`config.mk`:
```
export PLATFORM = sky130hd
export DESIGN_NAME = multi_glyph_box_drawer_flat
export DESIGN_NICKNAME = d
export VERILOG_FILES = /design/src/rtl/multi_glyph_box_drawer_pkg.sv /design/src/rtl/multi_glyph_box_drawer_if.sv /design/src/rtl/multi_glyph_box_drawer_glyph_colour_lut.sv /design/src/rtl/multi_glyph_box_drawer.sv /design/src/flat_wrapper.sv
export SDC_FILE = /design/constraint.sdc
export NUM_CORES = 1
export LEC_CHECK = 0
export CORE_ASPECT_RATIO = 1.1
export CORE_MARGIN = 10
export CORE_UTILIZATION = 58
export DETAILED_ROUTE_END_ITERATION = 6
export PLACE_DENSITY = 0.86
export SYNTH_ARGS = -nofsm -noshare
export SYNTH_HDL_FRONTEND = slang
export SYNTH_SLANG_ARGS = --single-unit
```
`constraint.sdc`:
```
create_clock -name clk -period 13.2 [get_ports clk]
set_input_delay 1.98 -clock clk [delete_from_list [all_inputs] [get_ports clk]]
set_output_delay 1.98 -clock clk [all_outputs]
set_load 0.005 [all_outputs]
```
`src/rtl/multi_glyph_box_drawer_pkg.sv`:
```
// Shared types and default geometry for the multi-glyph box drawer and the
// glyph colour lookup that other sprite drawers reuse.
package mgbd_pkg;

  typedef enum logic [1:0] {
    GLYPH_PLUS   = 2'd0,
    GLYPH_MINUS  = 2'd1,
    GLYPH_SOLID  = 2'd2,
    GLYPH_HOLLOW = 2'd3
  } glyph_e;

  typedef enum logic [1:0] {
    ST_IDLE   = 2'd0,
    ST_SCAN   = 2'd1,
    ST_FINISH = 2'd2
  } state_e;

  localparam int         DEF_CELL      = 10;
  localparam int         DEF_GLYPH     = 9;
  localparam int         DEF_X_OFFSET  = 80;
  localparam logic [2:0] DEF_BG_COLOUR = 3'b111;

  // Counter width that stays at least one bit for degenerate sizes.
  function automatic int clog2_min1(input int n);
    return (n > 1) ? $clog2(n) : 1;
  endfunction

endpackage

```
`src/rtl/multi_glyph_box_drawer_if.sv`:
```
// Box request and pixel write bundle between the game FSM, the drawer and
// the VGA write mux.
interface mgbd_if #(
  parameter int NUM_BOXES = 4,
  parameter int COORD_W   = 5,
  parameter int LOC_W     = 9,
  parameter int COLOUR_W  = 3
);

  logic                            start;
  logic [NUM_BOXES-1:0]            box_valid;
  logic [NUM_BOXES*COORD_W-1:0]    box_x;
  logic [NUM_BOXES*COORD_W-1:0]    box_y;
  logic [NUM_BOXES*2-1:0]          box_glyph;
  logic [NUM_BOXES*COLOUR_W-1:0]   box_fg;
  logic                            plot_ready;
  logic [LOC_W-1:0]                xLoc;
  logic [LOC_W-1:0]                yLoc;
  logic [COLOUR_W-1:0]             colour;
  logic                            plot;
  logic                            busy;
  logic                            done;

  modport master (
    output start, box_valid, box_x, box_y, box_glyph, box_fg, plot_ready,
    input  xLoc, yLoc, colour, plot, busy, done
  );

  modport slave (
    input  start, box_valid, box_x, box_y, box_glyph, box_fg, plot_ready,
    output xLoc, yLoc, colour, plot, busy, done
  );

endinterface

```
`src/rtl/multi_glyph_box_drawer_glyph_colour_lut.sv`:
```
// Combinational glyph shader: picks fg or bg for pixel (cx, cy) of a glyph.
// GLYPH must be a multiple of 3 so the middle band is a clean third.
module glyph_colour_lut
  import mgbd_pkg::*;
#(
  parameter int GLYPH    = DEF_GLYPH,
  parameter int COLOUR_W = 3,
  parameter int CX_W     = clog2_min1(DEF_GLYPH)
) (
  input  glyph_e              mode_i,
  input  logic [CX_W-1:0]     cx_i,
  input  logic [CX_W-1:0]     cy_i,
  input  logic [COLOUR_W-1:0] fg_i,
  input  logic [COLOUR_W-1:0] bg_i,
  output logic [COLOUR_W-1:0] colour_o
);

  localparam logic [CX_W-1:0] BAND_LO = CX_W'(GLYPH / 3);
  localparam logic [CX_W-1:0] BAND_HI = CX_W'((2 * GLYPH) / 3 - 1);
  localparam logic [CX_W-1:0] EDGE_HI = CX_W'(GLYPH - 1);

  logic cx_band_s;
  logic cy_band_s;
  logic edge_s;
  logic fg_sel_s;

  // Classify the pixel against the band and border, then apply the mode.
  always_comb begin
    cx_band_s = (cx_i >= BAND_LO) && (cx_i <= BAND_HI);
    cy_band_s = (cy_i >= BAND_LO) && (cy_i <= BAND_HI);
    edge_s    = (cx_i == '0) || (cy_i == '0) || (cx_i == EDGE_HI) || (cy_i == EDGE_HI);
    case (mode_i)
      GLYPH_PLUS:   fg_sel_s = cx_band_s | cy_band_s;
      GLYPH_MINUS:  fg_sel_s = cy_band_s;
      GLYPH_SOLID:  fg_sel_s = 1'b1;
      GLYPH_HOLLOW: fg_sel_s = edge_s;
      default:      fg_sel_s = 1'b0;
    endcase
    colour_o = fg_sel_s ? fg_i : bg_i;
  end

endmodule

```
`src/rtl/multi_glyph_box_drawer.sv`:
```
// Draws up to NUM_BOXES glyph boxes back to back into the frame-buffer write
// port, one pixel per accepted plot/plot_ready beat.
module multi_glyph_box_drawer
  import mgbd_pkg::*;
#(
  parameter int                  NUM_BOXES = 4,
  parameter int                  COORD_W   = 5,
  parameter int                  LOC_W     = 9,
  parameter int                  COLOUR_W  = 3,
  parameter int                  CELL      = DEF_CELL,
  parameter int                  GLYPH     = DEF_GLYPH,
  parameter int                  X_OFFSET  = DEF_X_OFFSET,
  parameter logic [COLOUR_W-1:0] BG_COLOUR = COLOUR_W'(DEF_BG_COLOUR)
) (
  input logic   clk,
  input logic   reset,
  mgbd_if.slave bus
);

  localparam int              IDX_W  = clog2_min1(NUM_BOXES);
  localparam int              CX_W   = clog2_min1(GLYPH);
  localparam int              ADDR_W = LOC_W + 4;
  localparam logic [CX_W-1:0] LAST_C = CX_W'(GLYPH - 1);

  state_e                        state_q, state_d;
  logic [NUM_BOXES-1:0]          valid_q, valid_d;
  logic [NUM_BOXES*COORD_W-1:0]  x_q, x_d, y_q, y_d;
  logic [NUM_BOXES*2-1:0]        glyph_q, glyph_d;
  logic [NUM_BOXES*COLOUR_W-1:0] fg_q, fg_d;
  logic [IDX_W-1:0]              idx_q, idx_d;
  logic [CX_W-1:0]               cx_q, cx_d, cy_q, cy_d;
  logic [LOC_W-1:0]              xloc_q, xloc_d, yloc_q, yloc_d;
  logic [COLOUR_W-1:0]           colour_q, colour_d;
  logic                          plot_q, plot_d, busy_q, busy_d, done_q, done_d;

  logic                          load_pix_s, clear_pix_s;
  logic [IDX_W:0]                first_s, next_s;
  logic [NUM_BOXES*COORD_W-1:0]  src_x_s, src_y_s;
  logic [NUM_BOXES*2-1:0]        src_glyph_s;
  logic [NUM_BOXES*COLOUR_W-1:0] src_fg_s;
  logic [COORD_W-1:0]            x_a_s [NUM_BOXES];
  logic [COORD_W-1:0]            y_a_s [NUM_BOXES];
  logic [1:0]                    g_a_s [NUM_BOXES];
  logic [COLOUR_W-1:0]           fg_a_s [NUM_BOXES];
  glyph_e                        pix_glyph_s;
  logic [LOC_W-1:0]              x_sum_s, y_sum_s;
  logic [COLOUR_W-1:0]           lut_colour_s;

  // Lowest valid box at index >= lo; MSB of the result flags a hit.
  function automatic logic [IDX_W:0] find_valid(input logic [NUM_BOXES-1:0] v, input int lo);
    logic [IDX_W:0] r;
    r = '0;
    for (int i = NUM_BOXES - 1; i >= 0; i--) begin
      if (v[i] && (i >= lo)) begin
        r = {1'b1, IDX_W'(i)};
      end else begin
        r = r;
      end
    end
    return r;
  endfunction

  // Priority encoders for the first box of a request and the box after idx_q.
  always_comb begin
    first_s = find_valid(bus.box_valid, 0);
    next_s  = find_valid(valid_q, int'(idx_q) + 1);
  end

  // Sequencing FSM: latches the request, walks cx/cy and hops between boxes.
  always_comb begin
    state_d     = state_q;
    valid_d     = valid_q;
    x_d         = x_q;
    y_d         = y_q;
    glyph_d     = glyph_q;
    fg_d        = fg_q;
    idx_d       = idx_q;
    cx_d        = cx_q;
    cy_d        = cy_q;
    plot_d      = plot_q;
    busy_d      = busy_q;
    done_d      = 1'b0;
    load_pix_s  = 1'b0;
    clear_pix_s = 1'b0;
    case (state_q)
      ST_IDLE: begin
        plot_d      = 1'b0;
        busy_d      = 1'b0;
        clear_pix_s = 1'b1;
        if (bus.start) begin
          valid_d = bus.box_valid;
          x_d     = bus.box_x;
          y_d     = bus.box_y;
          glyph_d = bus.box_glyph;
          fg_d    = bus.box_fg;
          cx_d    = '0;
          cy_d    = '0;
          if (first_s[IDX_W]) begin
            state_d     = ST_SCAN;
            idx_d       = first_s[IDX_W-1:0];
            plot_d      = 1'b1;
            busy_d      = 1'b1;
            load_pix_s  = 1'b1;
            clear_pix_s = 1'b0;
          end else begin
            state_d = ST_FINISH;
            done_d  = 1'b1;
          end
        end else begin
          state_d = ST_IDLE;
        end
      end
      ST_SCAN: begin
        if (plot_q && bus.plot_ready) begin
          load_pix_s = 1'b1;
          if (cx_q != LAST_C) begin
            cx_d = cx_q + CX_W'(1);
          end else if (cy_q != LAST_C) begin
            cx_d = '0;
            cy_d = cy_q + CX_W'(1);
          end else begin
            cx_d = '0;
            cy_d = '0;
            if (next_s[IDX_W]) begin
              idx_d = next_s[IDX_W-1:0];
            end else begin
              state_d     = ST_FINISH;
              plot_d      = 1'b0;
              busy_d      = 1'b0;
              done_d      = 1'b1;
              load_pix_s  = 1'b0;
              clear_pix_s = 1'b1;
            end
          end
        end else begin
          state_d = ST_SCAN;
        end
      end
      ST_FINISH: begin
        state_d     = ST_IDLE;
        plot_d      = 1'b0;
        busy_d      = 1'b0;
        clear_pix_s = 1'b1;
      end
      default: begin
        state_d     = ST_IDLE;
        plot_d      = 1'b0;
        busy_d      = 1'b0;
        clear_pix_s = 1'b1;
      end
    endcase
  end

  // The first pixel of a request is built from the live inputs, the rest from the latch.
  always_comb begin
    src_x_s     = (state_q == ST_IDLE) ? bus.box_x     : x_q;
    src_y_s     = (state_q == ST_IDLE) ? bus.box_y     : y_q;
    src_glyph_s = (state_q == ST_IDLE) ? bus.box_glyph : glyph_q;
    src_fg_s    = (state_q == ST_IDLE) ? bus.box_fg    : fg_q;
    for (int i = 0; i < NUM_BOXES; i++) begin
      x_a_s[i]  = src_x_s[i*COORD_W +: COORD_W];
      y_a_s[i]  = src_y_s[i*COORD_W +: COORD_W];
      g_a_s[i]  = src_glyph_s[i*2 +: 2];
      fg_a_s[i] = src_fg_s[i*COLOUR_W +: COLOUR_W];
    end
    pix_glyph_s = glyph_e'(g_a_s[idx_d]);
    x_sum_s = LOC_W'(ADDR_W'(X_OFFSET) + ADDR_W'(x_a_s[idx_d]) * ADDR_W'(CELL) + ADDR_W'(cx_d));
    y_sum_s = LOC_W'(ADDR_W'(y_a_s[idx_d]) * ADDR_W'(CELL) + ADDR_W'(cy_d));
  end

  glyph_colour_lut #(
    .GLYPH    (GLYPH),
    .COLOUR_W (COLOUR_W),
    .CX_W     (CX_W)
  ) u_lut (
    .mode_i   (pix_glyph_s),
    .cx_i     (cx_d),
    .cy_i     (cy_d),
    .fg_i     (fg_a_s[idx_d]),
    .bg_i     (BG_COLOUR),
    .colour_o (lut_colour_s)
  );

  // Pixel output staging: address and colour always move together.
  always_comb begin
    if (load_pix_s) begin
      xloc_d   = x_sum_s;
      yloc_d   = y_sum_s;
      colour_d = lut_colour_s;
    end else if (clear_pix_s) begin
      xloc_d   = '0;
      yloc_d   = '0;
      colour_d = '0;
    end else begin
      xloc_d   = xloc_q;
      yloc_d   = yloc_q;
      colour_d = colour_q;
    end
  end

  // State, latched request and registered outputs.
  always_ff @(posedge clk) begin
    if (reset) begin
      state_q  <= ST_IDLE;
      valid_q  <= '0;
      x_q      <= '0;
      y_q      <= '0;
      glyph_q  <= '0;
      fg_q     <= '0;
      idx_q    <= '0;
      cx_q     <= '0;
      cy_q     <= '0;
      xloc_q   <= '0;
      yloc_q   <= '0;
      colour_q <= '0;
      plot_q   <= 1'b0;
      busy_q   <= 1'b0;
      done_q   <= 1'b0;
    end else begin
      state_q  <= state_d;
      valid_q  <= valid_d;
      x_q      <= x_d;
      y_q      <= y_d;
      glyph_q  <= glyph_d;
      fg_q     <= fg_d;
      idx_q    <= idx_d;
      cx_q     <= cx_d;
      cy_q     <= cy_d;
      xloc_q   <= xloc_d;
      yloc_q   <= yloc_d;
      colour_q <= colour_d;
      plot_q   <= plot_d;
      busy_q   <= busy_d;
      done_q   <= done_d;
    end
  end

  assign bus.xLoc   = xloc_q;
  assign bus.yLoc   = yloc_q;
  assign bus.colour = colour_q;
  assign bus.plot   = plot_q;
  assign bus.busy   = busy_q;
  assign bus.done   = done_q;

endmodule

```
`src/flat_wrapper.sv`:
```
// flat-port wrapper written by rule: the top's interface ports become plain ports
module multi_glyph_box_drawer_flat import mgbd_pkg::*;
#(
  parameter int                  NUM_BOXES = 4,
  parameter int                  COORD_W   = 5,
  parameter int                  LOC_W     = 9,
  parameter int                  COLOUR_W  = 3,
  parameter int                  CELL      = DEF_CELL,
  parameter int                  GLYPH     = DEF_GLYPH,
  parameter int                  X_OFFSET  = DEF_X_OFFSET,
  parameter logic [COLOUR_W-1:0] BG_COLOUR = COLOUR_W'(DEF_BG_COLOUR)
)
  (clk, reset, bus_start, bus_box_valid, bus_box_x, bus_box_y, bus_box_glyph, bus_box_fg, bus_plot_ready, bus_xLoc, bus_yLoc, bus_colour, bus_plot, bus_busy, bus_done);
  mgbd_if #(.NUM_BOXES(NUM_BOXES), .COORD_W(COORD_W), .LOC_W(LOC_W), .COLOUR_W(COLOUR_W)) bus_i ();
  input logic clk;
  input logic reset;
  input wire logic [$bits(bus_i.start)-1:0] bus_start;
  input wire logic [$bits(bus_i.box_valid)-1:0] bus_box_valid;
  input wire logic [$bits(bus_i.box_x)-1:0] bus_box_x;
  input wire logic [$bits(bus_i.box_y)-1:0] bus_box_y;
  input wire logic [$bits(bus_i.box_glyph)-1:0] bus_box_glyph;
  input wire logic [$bits(bus_i.box_fg)-1:0] bus_box_fg;
  input wire logic [$bits(bus_i.plot_ready)-1:0] bus_plot_ready;
  output wire logic [$bits(bus_i.xLoc)-1:0] bus_xLoc;
  output wire logic [$bits(bus_i.yLoc)-1:0] bus_yLoc;
  output wire logic [$bits(bus_i.colour)-1:0] bus_colour;
  output wire logic [$bits(bus_i.plot)-1:0] bus_plot;
  output wire logic [$bits(bus_i.busy)-1:0] bus_busy;
  output wire logic [$bits(bus_i.done)-1:0] bus_done;
  assign bus_i.start = bus_start;
  assign bus_i.box_valid = bus_box_valid;
  assign bus_i.box_x = bus_box_x;
  assign bus_i.box_y = bus_box_y;
  assign bus_i.box_glyph = bus_box_glyph;
  assign bus_i.box_fg = bus_box_fg;
  assign bus_i.plot_ready = bus_plot_ready;
  assign bus_xLoc = bus_i.xLoc;
  assign bus_yLoc = bus_i.yLoc;
  assign bus_colour = bus_i.colour;
  assign bus_plot = bus_i.plot;
  assign bus_busy = bus_i.busy;
  assign bus_done = bus_i.done;
  multi_glyph_box_drawer #(.NUM_BOXES(NUM_BOXES), .COORD_W(COORD_W), .LOC_W(LOC_W), .COLOUR_W(COLOUR_W), .CELL(CELL), .GLYPH(GLYPH), .X_OFFSET(X_OFFSET), .BG_COLOUR(BG_COLOUR)) u_core (.clk(clk), .reset(reset), .bus(bus_i));
endmodule
```
# After elaboration in Yosys (flattened, before gate mapping)
# Index checks and enable logic that the tools add are counted.
# classes
n_addsub	6
multipliers	2
order_cmp	9
n_eq_ne	15
mux	75
n_bitwise	2
n_reduce_logical	18
# ops
cell	n
3-bit by 32-bit >= comparator with 1-bit output, first input constant	2
20-bit 2-to-1 mux	2
3-bit 2-to-1 mux	13
1-bit by 32-bit >= comparator with 1-bit output, first input constant	1
2-bit by 32-bit >= comparator with 1-bit output, first input constant	1
2-bit 2-to-1 mux	14
4-bit 2-to-1 mux	7
9-bit 2-to-1 mux	3
5-bit binary-select mux with 2-bit select	2
5-bit 2-to-1 mux	4
9-bit by 4-bit adder with 9-bit output	2
1-bit 2-to-1 mux	17
5-bit by 3-bit multiplier with 8-bit output, second input constant	2
4-bit one-hot mux with 2 select lines	2
12-bit 2-to-1 mux	1
7-bit by 9-bit adder with 9-bit output, first input constant	1
3-bit inequality test, second input constant	3
4-bit by 1-bit adder with 4-bit output, second input constant	2
4-bit equality test, second input constant	2
4-bit by 2-bit >= comparator with 1-bit output, second input constant	2
4-bit by 3-bit <= comparator with 1-bit output, second input constant	2
4-bit logical NOT	2
8-bit 2-to-1 mux	1
4-bit inequality test, second input constant	2
20 further kinds	37
# totals
register_bits	99

# Logic depth before layout (Yosys ltp)
# logic_depth
word_depth	20
ltp_mapped	21

# Cells and area by module
# A second synthesis with hierarchy kept.
# unflattened
cells_unflattened	636
hier_area_um2	5482.8
# by_module_without_submodules
module	instances	cells_per_inst	area_each_um2	seq_area_each_um2
multi_glyph_box_drawer	1	623	5372.7	1961.9
glyph_colour_lut	1	13	110.1	0.0

# Least setup slack after synthesis
# OpenSTA, ideal clock, no wires.
# synth_timing
path_type	input port to flip-flop
start	input bus_start
end	register u_core.yloc_q[8], in the netlist u_core.bus.yLoc[8]
arrival_time_ns	5.761
required_ns	13.138
slack_ns	7.376
stages	18
n_path_buf	3
cell_sequence	or3b_2 o21bai_1 a32o_1 buf_6 buf_4 buf_2 mux4_2 mux2_2 ha_1 ha_1 inv_1 fa_1 nor3b_1 nand2_1 nand2_1 a221oi_1 a2111o_1 nand3_1
# synth_between
elab_chain_cells	9
# synth_rtl
item	line	source
from (decl)	flat_wrapper.sv:17	input wire logic [$bits(bus_i.start)-1:0] bus_start;
2-bit 2-to-1 mux	multi_glyph_box_drawer.sv:90	if (bus.start) begin
2-bit one-hot mux with 2 select lines	multi_glyph_box_drawer.sv:85	case (state_q)
2-bit inverter with 3-bit output (implied by the code)	multi_glyph_box_drawer.sv:168	y_sum_s = LOC_W'(ADDR_W'(y_a_s[idx_d]) * ADDR_W'(CELL) + ADDR_W'(cy_d));
5-bit binary-select mux with 2-bit select	multi_glyph_box_drawer.sv:168	
5-bit 2-to-1 mux (implied by the code) (2 in series)	multi_glyph_box_drawer.sv:168	
5-bit by 3-bit multiplier with 8-bit output	multi_glyph_box_drawer.sv:168	
9-bit by 4-bit adder with 9-bit output	multi_glyph_box_drawer.sv:168	
9-bit 2-to-1 mux	multi_glyph_box_drawer.sv:186	if (load_pix_s) begin
to (signal assigned)	multi_glyph_box_drawer.sv:230	yloc_q <= yloc_d;
to (decl)	multi_glyph_box_drawer.sv:32	logic [LOC_W-1:0] xloc_q, xloc_d, yloc_q, yloc_d;
# Parallel ways exist; a longest one is shown, timed or not. The select of a mux whose other input is x is not followed.
# A chain may end at the register's enable or synchronous reset.

# Worst setup path after layout
# Ends and elaborated chain as after synthesis.

==> flow_summary.ini <==
[run_status]
status = complete, no violations

[global_routing]
grtUsageTotal = 0.201
gr-total-overflow = 0
grt_start_max_net_pins = 100
grt_pass1_wl_um = 23700
antenna_found_initial = 0
first_global_vias = 4968

[sta]
fmax_mhz = 145
fin_worst_skew_ps = 9.51
slew_headroom = 0.338
setup_viol = 0
tightest_slew_ps = 993
maxSlewViolCount = 0
period_share = 0.524
rsz0062_at_grt = false
setup_ws_ps = 6290
fin_setup_tns_ps = 0
hold_viol_final = 0
fin_crit_ps = 6910

[cells_and_area]
drive_above_1_share = 0.0969
final_common_cell = nand2_1
syn_to_final_growth_pct = 20.5
final_cell_area_um2 = 6670
layout.nets = 800
diodes = 0
instances_no_fill = 829
layout_common_cells = nand2_1 (140), dfxtp_1 (98), clkdlybuf4s50_1 (90)

[worst_hold_path]
hold_class = register to register

[place]
dpl_cell_area_um2 = 6470
hpwl_um = 10200
dp_cells = 814
port_buffers = 91
post-place-ws_ps = 6150
place_congestion = 0.878

[worst_setup_path]
path_max_fanout = 65
cp_data_arrival_time_ps = 7220
critPathMaxStageDelay_ps = 560
path_class = input port to register
cp_data_required_time_ps = 13510
cpMaxStageDelayCell = clkdlybuf4s50_1
path_cells = clkdlybuf4s50_1 > or3b_2 > buf_4 > o21bai_1 > a32o_1 > buf_4 > mux4_2 > mux2_2 > ha_1 > ha_1 > inv_1 > fa_1 > nor3b_1 > nand2_1 > nand2_1 > a221oi_1 > a2111o_1 > nand3_1
crit_path_end_kind = register
critPathLaunchType = input port

[synth]
synth-async-reset-ratio = 0
synth_area_per_cell_um2 = 8.67
synth.distinct_cells = 62
synth-compound-area-share = 0.170
synth_top_family_by_area = simple AND/OR/NAND/NOR gates
synth-xor-area-share = 0.0222
synth_edf_count = 0
synth_ff_type = dfxtp_1
synth_seq_cells = 98
yosysSeqAreaShare = 0.355
syn_nets = 730
syn_inst = 638
synth_adder_area_share = 0.0597
synth_area_um2 = 5530
ys_warn_count = 0
synthSimpleGateAreaFrac = 0.199
synth_mux_area_frac = 0.143

[clock_network]
cts_setup_buffers = 0
cts_buffers = 9
clkSinkCount = 98
h-tree-depth = 3
clk_pin_slew_worst_paths_ps = 100
clock_latency_ps = 360
cts_tree = yes
cts_resized = 0
clockBufferDepth = 2
holdBufCountCts = 0
clk_root_buffer_cell = clkbuf_8

[route]
vias = 4928
drt-total-wl_um = 14100
viasPerCell = 5.94
wl_per_cell_um = 17.0
dr.pass1.iters = 5
drc = 0
drtAntennaViolNets = 0
initialDrtViolationCount = 400

[pwr]
power_density_nw_per_um2 = 121
irDropWorstVdd_mv = 0.0827
p_leak_nw = 2.57
p_total_mw = 0.806

[job]
maxCapViolCount = 0

[die]
initial_core_util = 0.591
die_w_um = 113
io_pins = 92
die_y_um = 122
rows = 37
die_area_um2 = 13800
coreArea_um2 = 9350
[cell type report]
class	count	area (µm²)
multi-input cells	472	3290
fillers	724	2690
inverters	28	105
repair buffers	99	966
clock inverters	6	73.8
flip-flops and latches	98	1960
well taps	117	146
clock buffers	9	124
[flip-flops by register name, summed over array words and instances (netlist names), 2 cells and up]
name	cells
u_core.x_q	20
u_core.y_q	20
u_core.fg_q	12
u_core.bus.xLoc	9
u_core.bus.yLoc	9
u_core.glyph_q	8
u_core.cx_q	4
u_core.cy_q	4
u_core.bus.colour	3
u_core.valid_q	3
u_core.idx_q	2
u_core.state_q	2
[routing by layer]
metal	GRT usage	share of wire
met4	0.0619	0.015
met1	0.256	0.42
met5	0	0
met3	0.0400	0.065
met2	0.336	0.50
[final timing paths]
path,startpoint,end,slack [ps],cells past startpoint
setup / recovery,bus_start,u_core.bus.yLoc[8],6290,18
hold / removal,u_core.x_q[9],u_core.x_q[9],460,2
setup reg to reg,u_core.state_q[1],u_core.bus.yLoc[8],7910,17
hold reg to reg,u_core.x_q[9],u_core.x_q[9],460,2
[cells by family (layout without fill, tap and decap cells)]
family                     after synthesis  after routing
buffers and inverters                   68            142
DFF                                     98             98
adders and majority gates               24             24
muxes                                   48             48
xor gates and xnor gates                14             14
AOI/OAI and AO/OA                      148            148
and+or+nand+nor                        238            238
[power by group]
part | internal (mW) | switching [mW] | leakage [nW]
combinational | 0.134 | 0.138 | 1.68
clock | 0.0893 | 0.112 | 0.0942
sequential | 0.318 | 0.0147 | 0.803
total | 0.542 | 0.264 | 2.57
[worst max-delay path, delay by kind of cell]
| kind | cells | cell delay [ps] |
|---|---|---|
| fa+ha+maj | 3 | 990 |
| simple gates | 5 | 1330 |
| buf+inv | 4 | 1340 |
| mux | 2 | 710 |
| compound gates | 4 | 840 |
[stage by stage]
step	hold slack (ps)	utilization
finish	456	0.713
global route	482	0.713
CTS	456	0.713
detailed placement	443	0.692
global placement	436	0.692
floorplan	432	-
[cell usage after synthesis (3+ instances only)]
master	instances	area [µm²]
a21o_1	7	52.6
a21oi_1	84	420
a22oi_1	12	90.1
a311oi_1	6	52.6
a32o_1	3	30.0
and2_1	3	18.8
buf_2	7	35.0
clkbuf_1	29	109
dfxtp_1	98	1960
fa_1	4	80.1
ha_1	20	250
inv_1	28	105
mux2_2	8	90.1
mux2i_1	15	150
mux4_2	24	541
nand2_1	140	526
nand2b_1	4	25.0
nand3_1	5	25.0
nand4_1	3	18.8
nor2_1	40	150
nor2b_1	8	50.1
nor3_1	10	50.1
nor3b_1	4	30.0
nor4_1	3	18.8
o211ai_1	5	37.5
o21a_1	3	22.5
o21ai_0	9	45.0
xnor2_1	8	70.1
xor2_1	6	52.6
(Power assumes the default switching activity.)
